## src/rtl/rx_serial_writer.sv

```systemverilog
// Serial receive front end: recovers 8N1 bytes from an asynchronous line and
// writes each good byte into the receive FIFO write port, flagging framing and
// overrun errors with sticky status bits.
module rx_serial_writer #(
    parameter int BIT_PERIOD = 10
) (
    input  logic       clk,
    input  logic       rst,
    input  logic       serial_in,
    input  logic       fifo_full,
    input  logic       clear_errors,
    output logic       w_enable,
    output logic [7:0] w_data,
    output logic       rx_busy,
    output logic       framing_error,
    output logic       overrun_error
);

    localparam int HALF = BIT_PERIOD / 2;
    localparam int TW   = $clog2(BIT_PERIOD);

    localparam logic [TW-1:0] HalfLoad = TW'(HALF - 1);
    localparam logic [TW-1:0] BitLoad  = TW'(BIT_PERIOD - 1);

    typedef enum logic [2:0] {
        StIdle,
        StStart,
        StData,
        StStop,
        StWrite
    } state_e;

    state_e        state_q, state_d;
    logic [TW-1:0] timer_q, timer_d;
    logic [2:0]    bit_cnt_q, bit_cnt_d;
    logic [7:0]    shift_q, shift_d;
    logic [7:0]    w_data_q, w_data_d;
    logic          fe_q, fe_d;
    logic          oe_q, oe_d;
    logic          s1_q, s2_q, s3_q;
    logic          set_fe, set_oe;

    // Two-flop synchroniser plus a history flop for falling-edge detection.
    always_ff @(posedge clk) begin
        if (rst) begin
            s1_q <= 1'b1;
            s2_q <= 1'b1;
            s3_q <= 1'b1;
        end else begin
            s1_q <= serial_in;
            s2_q <= s1_q;
            s3_q <= s2_q;
        end
    end

    // State register and datapath registers.
    always_ff @(posedge clk) begin
        if (rst) begin
            state_q   <= StIdle;
            timer_q   <= '0;
            bit_cnt_q <= '0;
            shift_q   <= '0;
            w_data_q  <= '0;
            fe_q      <= 1'b0;
            oe_q      <= 1'b0;
        end else begin
            state_q   <= state_d;
            timer_q   <= timer_d;
            bit_cnt_q <= bit_cnt_d;
            shift_q   <= shift_d;
            w_data_q  <= w_data_d;
            fe_q      <= fe_d;
            oe_q      <= oe_d;
        end
    end

    // Next-state logic: bit timing, sampling at bit centres and error detection.
    always_comb begin
        state_d   = state_q;
        timer_d   = timer_q;
        bit_cnt_d = bit_cnt_q;
        shift_d   = shift_q;
        w_data_d  = w_data_q;
        set_fe    = 1'b0;
        set_oe    = 1'b0;
        unique case (state_q)
            StIdle: begin
                if (!s2_q && s3_q) begin
                    state_d = StStart;
                    timer_d = HalfLoad;
                end
            end
            StStart: begin
                if (timer_q == '0) begin
                    if (s2_q) begin
                        state_d = StIdle;  // glitch, not a real start bit
                    end else begin
                        state_d   = StData;
                        timer_d   = BitLoad;
                        bit_cnt_d = '0;
                    end
                end else begin
                    timer_d = timer_q - 1'b1;
                end
            end
            StData: begin
                if (timer_q == '0) begin
                    shift_d[bit_cnt_q] = s2_q;
                    timer_d            = BitLoad;
                    if (bit_cnt_q == 3'd7) begin
                        state_d = StStop;
                    end else begin
                        bit_cnt_d = bit_cnt_q + 3'd1;
                    end
                end else begin
                    timer_d = timer_q - 1'b1;
                end
            end
            StStop: begin
                if (timer_q == '0) begin
                    if (!s2_q) begin
                        set_fe  = 1'b1;
                        state_d = StIdle;
                    end else if (fifo_full) begin
                        set_oe  = 1'b1;  // byte dropped, never retried
                        state_d = StIdle;
                    end else begin
                        w_data_d = shift_q;
                        state_d  = StWrite;
                    end
                end else begin
                    timer_d = timer_q - 1'b1;
                end
            end
            StWrite: begin
                state_d = StIdle;
            end
            default: begin
                state_d = StIdle;
            end
        endcase
        // A set in the same cycle as a clear wins.
        fe_d = set_fe | (fe_q & ~clear_errors);
        oe_d = set_oe | (oe_q & ~clear_errors);
    end

    // Outputs decoded from registered state.
    always_comb begin
        w_enable      = (state_q == StWrite);
        rx_busy       = (state_q != StIdle);
        w_data        = w_data_q;
        framing_error = fe_q;
        overrun_error = oe_q;
    end

endmodule

```

## config.mk

```make
export PLATFORM = sky130hd
export DESIGN_NAME = rx_serial_writer
export DESIGN_NICKNAME = d
export VERILOG_FILES = /design/src/rtl/rx_serial_writer.sv
export SDC_FILE = /design/constraint.sdc
export NUM_CORES = 1
export LEC_CHECK = 0
export BUFFER_PORTS_ARGS = -buffer_cell sky130_fd_sc_hd__clkbuf_2
export CAP_MARGIN = 0
export CORE_ASPECT_RATIO = 0.75
export CORE_UTILIZATION = 35
export DETAILED_ROUTE_END_ITERATION = 16
export GPL_TIMING_DRIVEN = 0
export MAX_ROUTING_LAYER = met4
export PLACE_DENSITY = 0.48
export SETUP_SLACK_MARGIN = 0.2
export SYNTH_ARGS = -nofsm -noshare
export SYNTH_HDL_FRONTEND = slang
export SYNTH_SLANG_ARGS = --single-unit
```

## constraint.sdc

```tcl
create_clock -name clk -period 3.5 [get_ports clk]
set_input_delay 0.875 -clock clk [delete_from_list [all_inputs] [get_ports clk]]
set_output_delay 0.875 -clock clk [all_outputs]
set_load 0.02 [all_outputs]
```

=== Word-level counts from Yosys, hierarchy flattened ===
Cells that the tools add are included.

* Add/sub/neg operators: 2
* Order comparisons: 2
* Equal/unequal tests: 14
* Mux-type cells: 30
* Bitwise logic cells: 6
* Reduce and logical (&&, ||, !) cells: 13

{| class="wikitable"
|+ Operators by type and width
! cell !! count
|-
| $mux W3 || 11
|-
| $mux W4 || 5
|-
| $ne A2 B2 Y1 const B || 8
|-
| $pmux W4 S4 || 1
|-
| $pmux W3 S4 || 1
|-
| $reduce_and A5 Y1 || 2
|-
| $bwmux W8 || 1
|-
| $mux W1 || 8
|-
| $reduce_and A4 Y1 || 2
|-
| $eq A3 B2 Y1 const B || 2
|-
| $eq A3 B3 Y1 const B || 2
|-
| $pmux W3 S2 || 1
|-
| $logic_not A4 Y1 || 1
|-
| $lt A3 B4 Y1 const B || 1
|-
| $reduce_bool A4 Y1 || 1
|-
| $sub A4 B1 Y4 const B || 1
|-
| $add A3 B1 Y3 const B || 1
|-
| $demux W1 S3 || 1
|-
| $eq A3 B1 Y1 const B || 1
|-
| $ge A3 B1 Y1 const B || 1
|-
| $logic_not A3 Y1 || 1
|-
| $ne A3 B3 Y1 const B || 1
|-
| $reduce_bool A3 Y1 || 1
|-
| $and A1 B1 Y1 || 2
|-
| 7 further kinds || 10
|}

* Bits in registers: 31
* Input bits: 5
* Output and inout port bits: 12

=== Logic depth before layout (Yosys ltp) ===
Gate-level depths: netlist of run 1.

* Word-level depth: 5
* Gate-level depth with buffers: 8
* Gate-level depth less buffers: 6

=== Worst setup path before layout of run 1 ===
No wires, ideal clock.

* Kind: register to register
* Start point: register timer_q[0]
* End point: register w_data_q[3], in the netlist w_data[3]
* Library setup time: 128 ps
* Arrival: 1799 ps
* Data required time: 3372 ps
* Setup slack: 1573 ps
* Stages on the path, launching flop included: 9
* Clock period less this slack: 1927 ps
* Cell sequence: dfxtp_1 > inv_1 > ha_1 > or4b_1 > buf_6 > nor4b_4 > buf_6 > mux2i_1 > nor2_1

* Cells in the longest elaborated chain, start to end: 2

{| class="wikitable"
|+ Ends and longest elaborated chain
! element !! RTL line !! RTL
|-
| start, declared || 34 || <nowiki>logic [TW-1:0] timer_q, timer_d;</nowiki>
|-
| start signal, assigned || 68 || <nowiki>timer_q <= timer_d;</nowiki>
|-
| $logic_not A4 Y1 || 120 || <nowiki>if (timer_q == '0) begin</nowiki>
|-
| $reduce_and A4 Y1 (no source line) || - ||
|-
| end signal, assigned || 71 || <nowiki>w_data_q <= w_data_d;</nowiki>
|-
| end, declared || 37 || <nowiki>logic [7:0] w_data_q, w_data_d;</nowiki>
|}

Every way passes these cells.
A chain may end at the register's enable or synchronous reset.

=== Worst setup path after layout of run 1 ===
* Start point: register state_q[1]
* End point: output port w_enable

* Cells in the longest elaborated chain, start to end: 1

{| class="wikitable"
|+ Ends and longest elaborated chain
! element !! RTL line !! RTL
|-
| start, declared || 33 || <nowiki>state_e state_q, state_d;</nowiki>
|-
| start signal, assigned || 59 || <nowiki>state_q <= StIdle;</nowiki>
|-
| start signal, assigned || 67 || <nowiki>state_q <= state_d;</nowiki>
|-
| $eq A3 B3 Y1 || 149 || <nowiki>w_enable = (state_q == StWrite);</nowiki>
|-
| end, declared || 12 || <nowiki>output logic w_enable,</nowiki>
|}

Every way passes these cells.

==> summary.md, run 1 <==
| Metric | Value |
|---|---|
| Simple-gate share of the synthesized area | `between 20% and 30%` |
| Number of diodes | `0` |
| Post CTS Setup Buffer Count | `0` |
| Initial Util | `36.39%` |
| Int Pwr | `0.0005320 W` |
| Register area share after synthesis | `a little over two fifths` |
| Combinational Power Share | `7.7%` |
| Cell Chain, Critical Path | `clkbuf_1 -> nor2_1 -> and2_1 -> clkbuf_2` |
| Wire length per cell | `approximately 13 um` |
| Fmax | `0.4160 GHz` |
| Area growth from synthesis to layout | `15.69%` |
| Crit path time final | `between 2 and 2.5 ns` |
| Syn avg cell area | `9.336 sq um` |
| Worst-path clk slew | `approximately 0.060 ns` |
| GP Congestion | `approximately 0.79` |
| Congestion Overflow GR | `0` |
| Port bufs | `15` |
| Clk_skew | `between 0.005 and 0.006 ns` |
| Clock buffer depth | `2` |
| Drt pass-1 iters | `4` |
| Yosys warnings | `0` |
| Max stage delay on crit path | `roughly 0.40 ns` |
| Psw | `between 0.00015 and 0.0002 W` |
| Final instance area | `about 1700 sq um` |
| Hold WC Path Type | `reg -> reg` |
| Post-synthesis xor/xnor area fraction | `0%` |
| Mapped Area | `~1500 sq um` |
| H-tree levels | `2` |
| Clk Tree Root Cell | `clkbuf_8` |
| DRC Markers | `0` |
| CP Capture Type | `output port` |
| Final setup vio count | `0` |
| Slowest cell on the critical path | `dfxtp_1` |
| Switch share | `a little under a quarter` |
| Syn Inst Count | `158` |
| CTS tree | `done` |
| Die height | `between 50 and 60 um` |
| Overall Global Routing Usage | `16.35%` |
| #FFs+latches synth | `31` |
| RSZ-0062 raised after global routing | `false` |
| Vias per cell | `between 4 and 5` |
| VDD IR max | `205.9 uV` |
| Post-synth top area share | `between 40% and 50%` |
| Leak | `0.6888 nW` |
| Dominant cells by area after synthesis | `dfxtp_1 42%, mux2i_1 12%, nor2_1 6.6%` |
| Number of clock sinks | `31` |
| Fill cells | `between 400 and 500` |
| Total area of sequential cells | `around 620 sq um` |
| Initial DRC count | `52` |
| Clock power frac | `between 40% and 50%` |
| Die ar. | `4481 sq um` |
| Slew Viols, Final | `0` |
| Post-synth top area cell | `dfxtp_1` |
| Num CTS Buffers | `5` |
| CP Launch Type | `register` |
| Post-cts resize count | `0` |
| Clk_lat worst skew | `0.28 ns` |
| Register share of total power | `52.1%` |
| MaxCap Viol Count | `0` |
| Setup Crit Path Kind | `reg -> out` |
| Final period util | `between 60 and 70%` |
| Hpwl dp | `between 2000 and 2500 um` |
| Library cells used by synthesis | `42` |
| Final nets | `around 190` |
| First-pass GRT wire length | `~5400 um` |
| Critical Path AT | `approximately 1.5 ns` |
| Mux contribution to synthesized area | `approximately an eighth` |
| Antenna violations before repair | `0` |
| Cts hold-fix bufs | `0` |
| Share of layout cells above drive strength 1 | `between 20% and 30%` |
| Post-Synth Adder-Cell Area | `roughly 3.4%` |
| Power density cells | `just over 400 nW/um^2` |
| # IOs | `17` |
| Die Wd | `76.97 um` |
| Placed inst area | `~1600 sq um` |
| Combinational family with the most area after synthesis | `simple AND/OR/NAND/NOR gates` |
| Row count | `20` |
| ANT nets after route | `0` |
| Core Box Area | `approximately 4000 sq um` |
| Area of the multi-input gates | `770.7 sq um` |
| Worst endpoint required time | `2.62 ns` |
| Worst Max-Slew Pin Slew | `0.8590 ns` |
| Via count | `1167` |
| Hold Fails Final Rpt | `0` |
| Setup TNS | `0 ns` |
| Compound-Gate Fraction of Synth Area | `a little over a tenth` |
| Largest net degree at the start of global routing | `11` |
| Syn Nets | `between 150 and 200` |
| Crit-path max FO | `10` |
| Final wirelength | `3096 um` |
| Status | `finished clean` |
| Vias in the first global route | `1112` |
| Slew HR | `roughly two fifths` |
## placed cells by master (no fill, tap or decap), drive strengths merged, types with 4 or more instances in the layout
| cell type | n |
|---|---|
| dfxtp | 31 |
| inv | 7 |
| clkbuf | 29 |
| nor4b | 4 |
| nor3 | 5 |
| nor3b | 4 |
| ha | 4 |
| mux2i | 18 |
| or2 | 6 |
| nor2 | 26 |
| nand2 | 8 |
## per-layer routing
metal / up-vias / global-route usage (%) / wire, um
met1: 543 / 22.05 / 1675
li1: 596 / - / -
met5: - / - / 0
met4: 0 / 7.418 / 54
met3: 6 / 4.409 / 125
met2: 22 / 22.58 / 1241
## power by group through the flow
| stage | Clock, W | Sequential, W | Combinational, W |
|---|---|---|---|
| after detailed placement | 0 | 0.000369 | 0.0000538 |
| after floorplan | 0 | 0.000368 | 0.0000395 |
| after CTS | 0.000288 | 0.000361 | 0.0000539 |
| after global placement | 0 | 0.000369 | 0.0000524 |
| final | 0.000279 | 0.000361 | 0.0000535 |
| after global routing | 0.000307 | 0.000362 | 0.0000588 |
## synth_stat cells (all sizes together)
cell and n:
a211oi 1, a21boi 1, a21oi 3, a221oi 1, a2bb2o 1, a311oi 1
a31o 1, a32o 2, a32oi 1, and2 2, buf 3, clkbuf 8
dfxtp 31, ha 4, inv 7, mux2i 18, nand2 8, nand3 1
nand3b 1, nand4 2, nand4b 1, nor2 26, nor2b 2, nor3 5
nor3b 4, nor4 2, nor4b 4, o21a 1, o21ai 1, o21bai 2
o22ai 1, o311a 1, o41ai 1, or2 6, or3 2, or3b 1
or4b 1
## path summary, 6_finish.rpt
check	start	endpoint	slack, ns	cells after the start
min	s1_q	s2_q	0.41	1
min reg2reg	s1_q	s2_q	0.41	1
max reg2reg	timer_q[0]	w_data[3]	1.39	8
max	state_q[1]	w_enable	1.10	4
## critical path: cells and delay by family (launching register included)
| kind | cells | cell delay, ns |
|---|---|---|
| flops | 1 | 0.40 |
| simple gates | 2 | 0.36 |
| buf+inv | 2 | 0.49 |
## registers in the layout, summed over array words and instances, names as in the netlist
| register | cells |
|---|---|
| overrun_error | 1 |
| s2_q | 1 |
| s3_q | 1 |
| timer_q | 4 |
| shift_q | 8 |
| bit_cnt_q | 3 |
| state_q | 3 |
| s1_q | 1 |
| w_data | 8 |
| framing_error | 1 |
## layout make-up
cell class / instances / area share [%]
sequential: 31 / 36.36
timing repair buffer: 15 / 4.399
multi-input combinational: 109 / 45.16
tap: 55 / 4.032
inverter: 7 / 1.540
buffer: 11 / 3.372
clock inverter: 1 / 0.2933
clock buffer: 6 / 4.839
## through the flow
step | std cells | hold WS (ns) | worst slack (ns) | util, % | power (W)
floorplan | 158 | 0.3895 | 1.573 | - | 0.0004071
global placement | 228 | 0.3981 | 1.418 | 39.94 | 0.0004214
detailed placement | 228 | 0.3959 | 1.407 | 39.94 | 0.0004226
CTS | 235 | 0.4108 | 1.098 | 42.10 | 0.0007031
global route | 235 | 0.4280 | 0.9610 | 42.10 | 0.0007270
finish | 235 | 0.4079 | 1.096 | 42.10 | 0.0006939
## cells by family (layout without fill, tap and decap cells)
kind of cell    Yosys count  in the layout
mux                      18             18
buf+inv                  18             40
flops                    31             31
compound gates           19             19
simple gates             68             68
fa+ha+maj                 4              4
No activity file was read; power rests on OpenSTA's default activity.
==> run 2, diff against run 1 <==
--- a/config.mk
+++ b/config.mk
@@ -12,7 +12,7 @@
 export DETAILED_ROUTE_END_ITERATION = 16
 export GPL_TIMING_DRIVEN = 0
 export MAX_ROUTING_LAYER = met4
-export PLACE_DENSITY = 0.48
+export PLACE_DENSITY = 0.5
 export SETUP_SLACK_MARGIN = 0.2
 export SYNTH_ARGS = -nofsm -noshare
 export SYNTH_HDL_FRONTEND = slang
==> constraint.sdc (replaced) <==
create_clock -name clk -period 2.2 [get_ports clk]
set_input_delay 0.55 -clock clk [delete_from_list [all_inputs] [get_ports clk]]
set_output_delay 0.55 -clock clk [all_outputs]
set_load 0.02 [all_outputs]
==> summary.md, run 2 (synthesis gave the netlist of run 1 again) <==
| Metric | Value |
|---|---|
| Status | `finished clean` |
| Grt met3 use | `4.252% (-0.16 points)` |
| Worst setup margin | `0.1986 ns (-0.8977 ns)` |
| Hold path cells | `1 (unchanged)` |
| Met1 GRT Util | `22.25% (+0.20 points)` |
| Largest net degree at the start of global routing | `11 (unchanged)` |
| Port bufs | `15 (unchanged)` |
| CP startpoint | `timer_q[1]` |
| Crit-path max FO | `5 (-5)` |
| Clk Tree Root Cell | `clkbuf_8` |
| Number of diodes | `0 (unchanged)` |
| Antenna violations before repair | `0 (unchanged)` |
| Crit path time final | `2.001 ns` |
| R2r endpoint | `w_data[1]` |
| Place WS | `0.1257 ns (-1.281 ns)` |
| VDD IR max | `450.9 uV (+120%)` |
| Cells on worst reg2reg path | `8 (unchanged)` |
| Reg-to-Reg Start | `timer_q[1]` |
| Clk_skew | `0.003463 ns (-0.001682 ns)` |
| Drt pass-1 iters | `5 (+1)` |
| GP Congestion | `0.7948 (+0.70%)` |
| Power density cells | `602.9 nW/um^2 (+48%)` |
| # IOs | `17 (unchanged)` |
| Die Wd | `76.97 um (unchanged)` |
| First-pass GRT wire length | `5699 um (+5.6%)` |
| Number of clock sinks | `31 (unchanged)` |
| Critical Path AT | `2.16 ns (+0.63 ns)` |
| Vias in the first global route | `1215 (+9.3%)` |
| Via count | `1271 (+8.9%)` |
| RSZ-0062 raised after global routing | `true` |
| Slew HR | `39.60% (-2.3 points)` |
| Reg-to-reg setup timing slack | `0.20 ns (-1.19 ns)` |
| Initial Util | `36.39% (unchanged)` |
| Clock buffer depth | `2 (unchanged)` |
| Num CTS Buffers | `5 (unchanged)` |
| Setup Crit Path Kind | `reg -> reg` |
| Share of layout cells above drive strength 1 | `31.77% (+11 points)` |
| ANT nets after route | `0 (unchanged)` |
| Wire length per cell | `13.76 um (+4.5%)` |
| Final nets | `200 (+5.8%)` |
| CTS tree | `done` |
| Worst-path clk slew | `0.07 ns (about the same)` |
| Placed inst area | `1619 sq um (unchanged)` |
| Setup TNS | `0 ns (unchanged)` |
| Worst endpoint required time | `2.36 ns (-0.26 ns)` |
| DRC Markers | `0 (unchanged)` |
| MaxCap Viol Count | `0 (unchanged)` |
| Die height | `58.23 um (unchanged)` |
| Core Box Area | `4054 sq um (unchanged)` |
| Overall Global Routing Usage | `17.41% (+1.1 points)` |
| Worst Max-Slew Pin Slew | `0.8935 ns (+0.03441 ns)` |
| Met2 usage | `25.64% (+3.1 points)` |
| Hold EP | `s2_q` |
| CP Launch Type | `register` |
| Slew Viols, Final | `0 (unchanged)` |
| Area growth from synthesis to layout | `25.62%` |
| Clk_lat worst skew | `0.28 ns (about the same)` |
| Initial DRC count | `59 (+13%)` |
| Vias per cell | `5.146 (+3.6%)` |
| Most frequent cells in the layout | `29 x dfxtp_1, 26 x nor2_1, 18 x mux2i_1` |
| Row count | `20 (unchanged)` |
| Final setup vio count | `0 (unchanged)` |
| Leak | `0.7512 nW (+9.1%)` |
| H-tree levels | `2 (unchanged)` |
| Die ar. | `4481 sq um (unchanged)` |
| Final wirelength | `3399 um (+9.8%)` |
| CP Capture Type | `register` |
| Congestion Overflow GR | `0 (unchanged)` |
| Hold WC Path Type | `reg -> reg` |
| Commonest non-fill, non-tap cell in the layout | `dfxtp_1` |
| Fmax | `between 0.4 and 0.5 GHz` |
| Hold Fails Final Rpt | `0 (unchanged)` |
| Final period util | `between 90% and 100%` |
| Final instance area | `1853 sq um (+8.6%)` |
| Global route hottest layer | `met2` |
| Hpwl dp | `2259 um (+1.7%)` |
| Hold_sp | `s1_q` |
run 2: per-layer routing:
metal	wire length, um	up-vias
met5	0	-
met4	78	0
met3	123	10
met2	1481	31
met1	1715	608
li1	-	622
run 2: cell type report:
type	instances	area, sq um
clock inverters	2	12.51
fillers	407	2201
clock buffers	6	72.57
multi-input cells	109	833.3
inverters	7	26.28
flip-flops and latches	31	623.1
well taps	55	68.82
repair buffers	26	157.7
plain buffers	11	58.81
run 2: what timing repair did:
| item | CTS | global route |
|---|---|---|
| gates resized for setup | 10 | 7 |
| hold buffers | 0 | 0 |
| hold endpoints to repair | 0 | 0 |
| endpoints found under the setup margin | 13 | 16 |
| gates cloned | 1 | 0 |
| buffers inserted | 8 | 2 |
| pin swaps | 2 | 2 |
run 2: metrics by stage:
| stage | std cells | utilization, % | hold WS (ns) | power (W) |
|---|---|---|---|---|
| 3_3_place_gp | 228 | 39.94 | 0.3947 | 0.0006693 |
| 2_1_floorplan | 158 | - | 0.3895 | 0.0006476 |
| 6_report | 247 | 45.71 | 0.4084 | 0.001117 |
| 3_5_place_dp | 228 | 39.94 | 0.3932 | 0.0006714 |
| 4_1_cts | 245 | 44.35 | 0.4098 | 0.001125 |
| 5_1_grt | 247 | 45.71 | 0.4247 | 0.001159 |
run 2: how the worst max path moves through the flow:
stage / depth (start not counted) / to
3_3_place_gp: 6 / timer_q[0]
5_1_grt: 8 / w_data[3]
2_1_floorplan: 8 / w_data[3]
6_report: 8 / w_data[1]
4_1_cts: 8 / w_data[4]
3_5_place_dp: 8 / w_data[4]
run 2: report_power, final:
part	total, W	switching (W)	internal, W	leakage, nW
Sequential	0.000575	0.00000771	0.000567	0.252
Clock	0.000436	0.000215	0.000221	0.0412
Combinational	0.000106	0.0000580	0.0000480	0.458
Total	0.00112	0.000281	0.000836	0.751
run 2: worst max-delay path, stage by stage, from the launching register on:
cell	delay (ns)
dfxtp_2	0.33
inv_2	0.07
ha_4	0.14
or4b_4	0.45
buf_6	0.15
nor4b_4	0.30
buf_4	0.20
mux2i_1	0.18
nor2_1	0.05
==> run 3, diff against run 2 <==
--- a/config.mk
+++ b/config.mk
@@ -9,6 +9,7 @@
 export CAP_MARGIN = 0
 export CORE_ASPECT_RATIO = 0.75
 export CORE_UTILIZATION = 35
+export CTS_BUF_LIST = sky130_fd_sc_hd__clkbuf_4 sky130_fd_sc_hd__clkbuf_8
 export DETAILED_ROUTE_END_ITERATION = 16
 export GPL_TIMING_DRIVEN = 0
 export MAX_ROUTING_LAYER = met4
==> summary.md, run 3 (synthesis gave the netlist of run 1 again) <==
| Metric | Value |
|---|---|
| Cell Chain, Critical Path | `inv_2 -> ha_4 -> or4b_4 -> buf_6 -> nor4b_4 -> buf_4 -> mux2i_1 -> nor2_1` |
| H-tree levels | `2 (unchanged)` |
| Row count | `20 (unchanged)` |
| Num CTS Buffers | `5 (unchanged)` |
| GP Congestion | `0.7948 (unchanged)` |
| Vias in the first global route | `1215 (unchanged)` |
| VDD IR max | `450.9 uV (about the same)` |
| Crit-path leading delay family | `simple AND/OR/NAND/NOR gates` |
| Antenna violations before repair | `0 (unchanged)` |
| Fill cells | `408 (+0.25%)` |
| Drt pass-1 iters | `5 (unchanged)` |
| Crit path time final | `2.002 ns (+0.0003250 ns)` |
| Fmax | `0.4996 GHz (about the same)` |
| Commonest non-fill, non-tap cell in the layout | `dfxtp_1` |
| Initial Util | `36.39% (unchanged)` |
| Clk_skew | `0.003561 ns (+0.00009845 ns)` |
| CP bufs+invs | `3 (unchanged)` |
| Final wirelength | `3394 um (-0.15%)` |
| Reg-to-Reg Start | `timer_q[1]` |
| Share of layout cells above drive strength 1 | `32.29% (+0.52 points)` |
| CTS tree | `done` |
| Clk Tree Root Cell | `clkbuf_8` |
| Cells on worst reg2reg path | `8 (unchanged)` |
| Placed inst area | `1619 sq um (unchanged)` |
| Overall Global Routing Usage | `17.41% (unchanged)` |
| Crit-path max FO | `5 (unchanged)` |
| Clk_lat worst skew | `0.28 ns (about the same)` |
| Largest net degree at the start of global routing | `11 (unchanged)` |
| Slew HR | `39.60% (unchanged)` |
| Vias per cell | `5.166 (+0.39%)` |
| Setup Crit Path Kind | `reg -> reg` |
| Area growth from synthesis to layout | `25.87%` |
| Port bufs | `15 (unchanged)` |
| Via count | `1276 (+0.39%)` |
| Cts hold-fix bufs | `0 (unchanged)` |
| Slowest cell on the critical path | `or4b_4` |
| Core Box Area | `4054 sq um (unchanged)` |
| Hpwl dp | `2259 um (unchanged)` |
| Final instance area | `1857 sq um (+0.20%)` |
| Die height | `58.23 um (unchanged)` |
| Final period util | `90.99% (about the same)` |
| Power density cells | `608.4 nW/um^2 (+0.91%)` |
| Max stage delay on crit path | `0.45 ns (about the same)` |
| Hold Fails Final Rpt | `0 (unchanged)` |
| CP Capture Type | `register` |
| DRC Markers | `0 (unchanged)` |
| CP Launch Type | `register` |
| Wire length per cell | `13.74 um (-0.15%)` |
| R2r endpoint | `w_data[1]` |
| Number of clock sinks | `31 (unchanged)` |
| First-pass GRT wire length | `5699 um (unchanged)` |
| # IOs | `17 (unchanged)` |
| Status | `finished clean` |
| Clock buffer depth | `2 (unchanged)` |
| Reg-to-reg setup timing slack | `0.20 ns (about the same)` |
| Die ar. | `4481 sq um (unchanged)` |
| Leak | `0.7546 nW (+0.46%)` |
| Hold WC Path Type | `reg -> reg` |
| Congestion Overflow GR | `0 (unchanged)` |
| Final hold slack | `0.4085 ns (+0.00006500 ns)` |
| Worst endpoint required time | `2.36 ns (about the same)` |
| Number of diodes | `0 (unchanged)` |
| Most frequent cells in the layout | `29 x dfxtp_1, 26 x nor2_1, 18 x mux2i_1` |
| Hold_sp | `s1_q` |
| Final setup vio count | `0 (unchanged)` |
| Die Wd | `76.97 um (unchanged)` |
| RSZ-0062 raised after global routing | `true` |
| MaxCap Viol Count | `0 (unchanged)` |
| Worst Max-Slew Pin Slew | `0.8935 ns (unchanged)` |
| Hold path cells | `1 (unchanged)` |
| Final nets | `200 (unchanged)` |
| ANT nets after route | `0 (unchanged)` |
| Critical Path AT | `2.16 ns (about the same)` |
| Initial DRC count | `59 (unchanged)` |
| Slew Viols, Final | `0 (unchanged)` |
| Worst-path clk slew | `0.07 ns (about the same)` |
| Setup TNS | `0 ns (unchanged)` |
| Hold EP | `s2_q` |
run 3: cell counts in the layout (fill, tap and decap cells not counted):
No cell type changed its count.
run 3: through the flow:
stage               utilization [%]  setup slack (ns)   power, W  cells
global placement              39.94            0.1429  0.0006693    228
CTS                           44.44            0.1953   0.001137    245
finish                        45.80            0.1982   0.001130    247
global route                  45.80           0.08758   0.001171    247
detailed placement            39.94            0.1257  0.0006714    228
floorplan                         -            0.2732  0.0006476    158
run 3: timing repair:
action | in CTS | in global routing
pin swaps | 2 | 2
setup endpoints to repair | 13 | 16
cloned | 1 | 0
resized for setup | 10 | 7
buffers inserted | 8 | 2
run 3: worst reg2reg max path, cell delays in order (launching register included):
cell and delay (ns):
dfxtp_2 0.33, inv_2 0.07, ha_4 0.14, or4b_4 0.45, buf_6 0.15, nor4b_4 0.30
buf_4 0.20, mux2i_1 0.18, nor2_1 0.05
run 3: power breakdown:
group / leakage (nW) / switching, W / internal [W]
clock: 0.0446 / 0.000216 / 0.000233
sequential: 0.252 / 0.00000772 / 0.000567
combinational: 0.458 / 0.0000579 / 0.0000480
total: 0.755 / 0.000281 / 0.000848
run 3: layout make-up:
| class | count | area (sq um) | area share (%) |
|---|---|---|---|
| Multi-Input combinational cell | 109 | 833.3 | 44.88 |
| Sequential cell | 31 | 623.1 | 33.56 |
| Timing Repair Buffer | 26 | 157.7 | 8.491 |
| Clock buffer | 6 | 76.32 | 4.111 |
| Tap cell | 55 | 68.82 | 3.706 |
| Buffer | 11 | 58.81 | 3.167 |
| Inverter | 7 | 26.28 | 1.415 |
| Clock inverter | 2 | 12.51 | 0.6739 |
run 3: worst max path at each step:
| stage | startpoint | endpoint | slack, ns | depth (start not counted) |
|---|---|---|---|---|
| floorplan | timer_q[0] | w_data[3] | 0.27 | 8 |
| detailed placement | timer_q[0] | w_data[4] | 0.13 | 8 |
| global placement | timer_q[0] | timer_q[0] | 0.14 | 6 |
| global route | timer_q[1] | w_data[3] | 0.09 | 8 |
| CTS | timer_q[1] | w_data[4] | 0.20 | 8 |
| finish | timer_q[1] | w_data[1] | 0.20 | 8 |
run 3: routing by layer:
layer / GRT usage, % / vias to the layer above / wire, um
met5: - / - / 0
met4: 8.791 / 0 / 78
met3: 4.252 / 10 / 125
met2: 25.64 / 33 / 1484
met1: 22.25 / 611 / 1705
li1: - / 622 / -
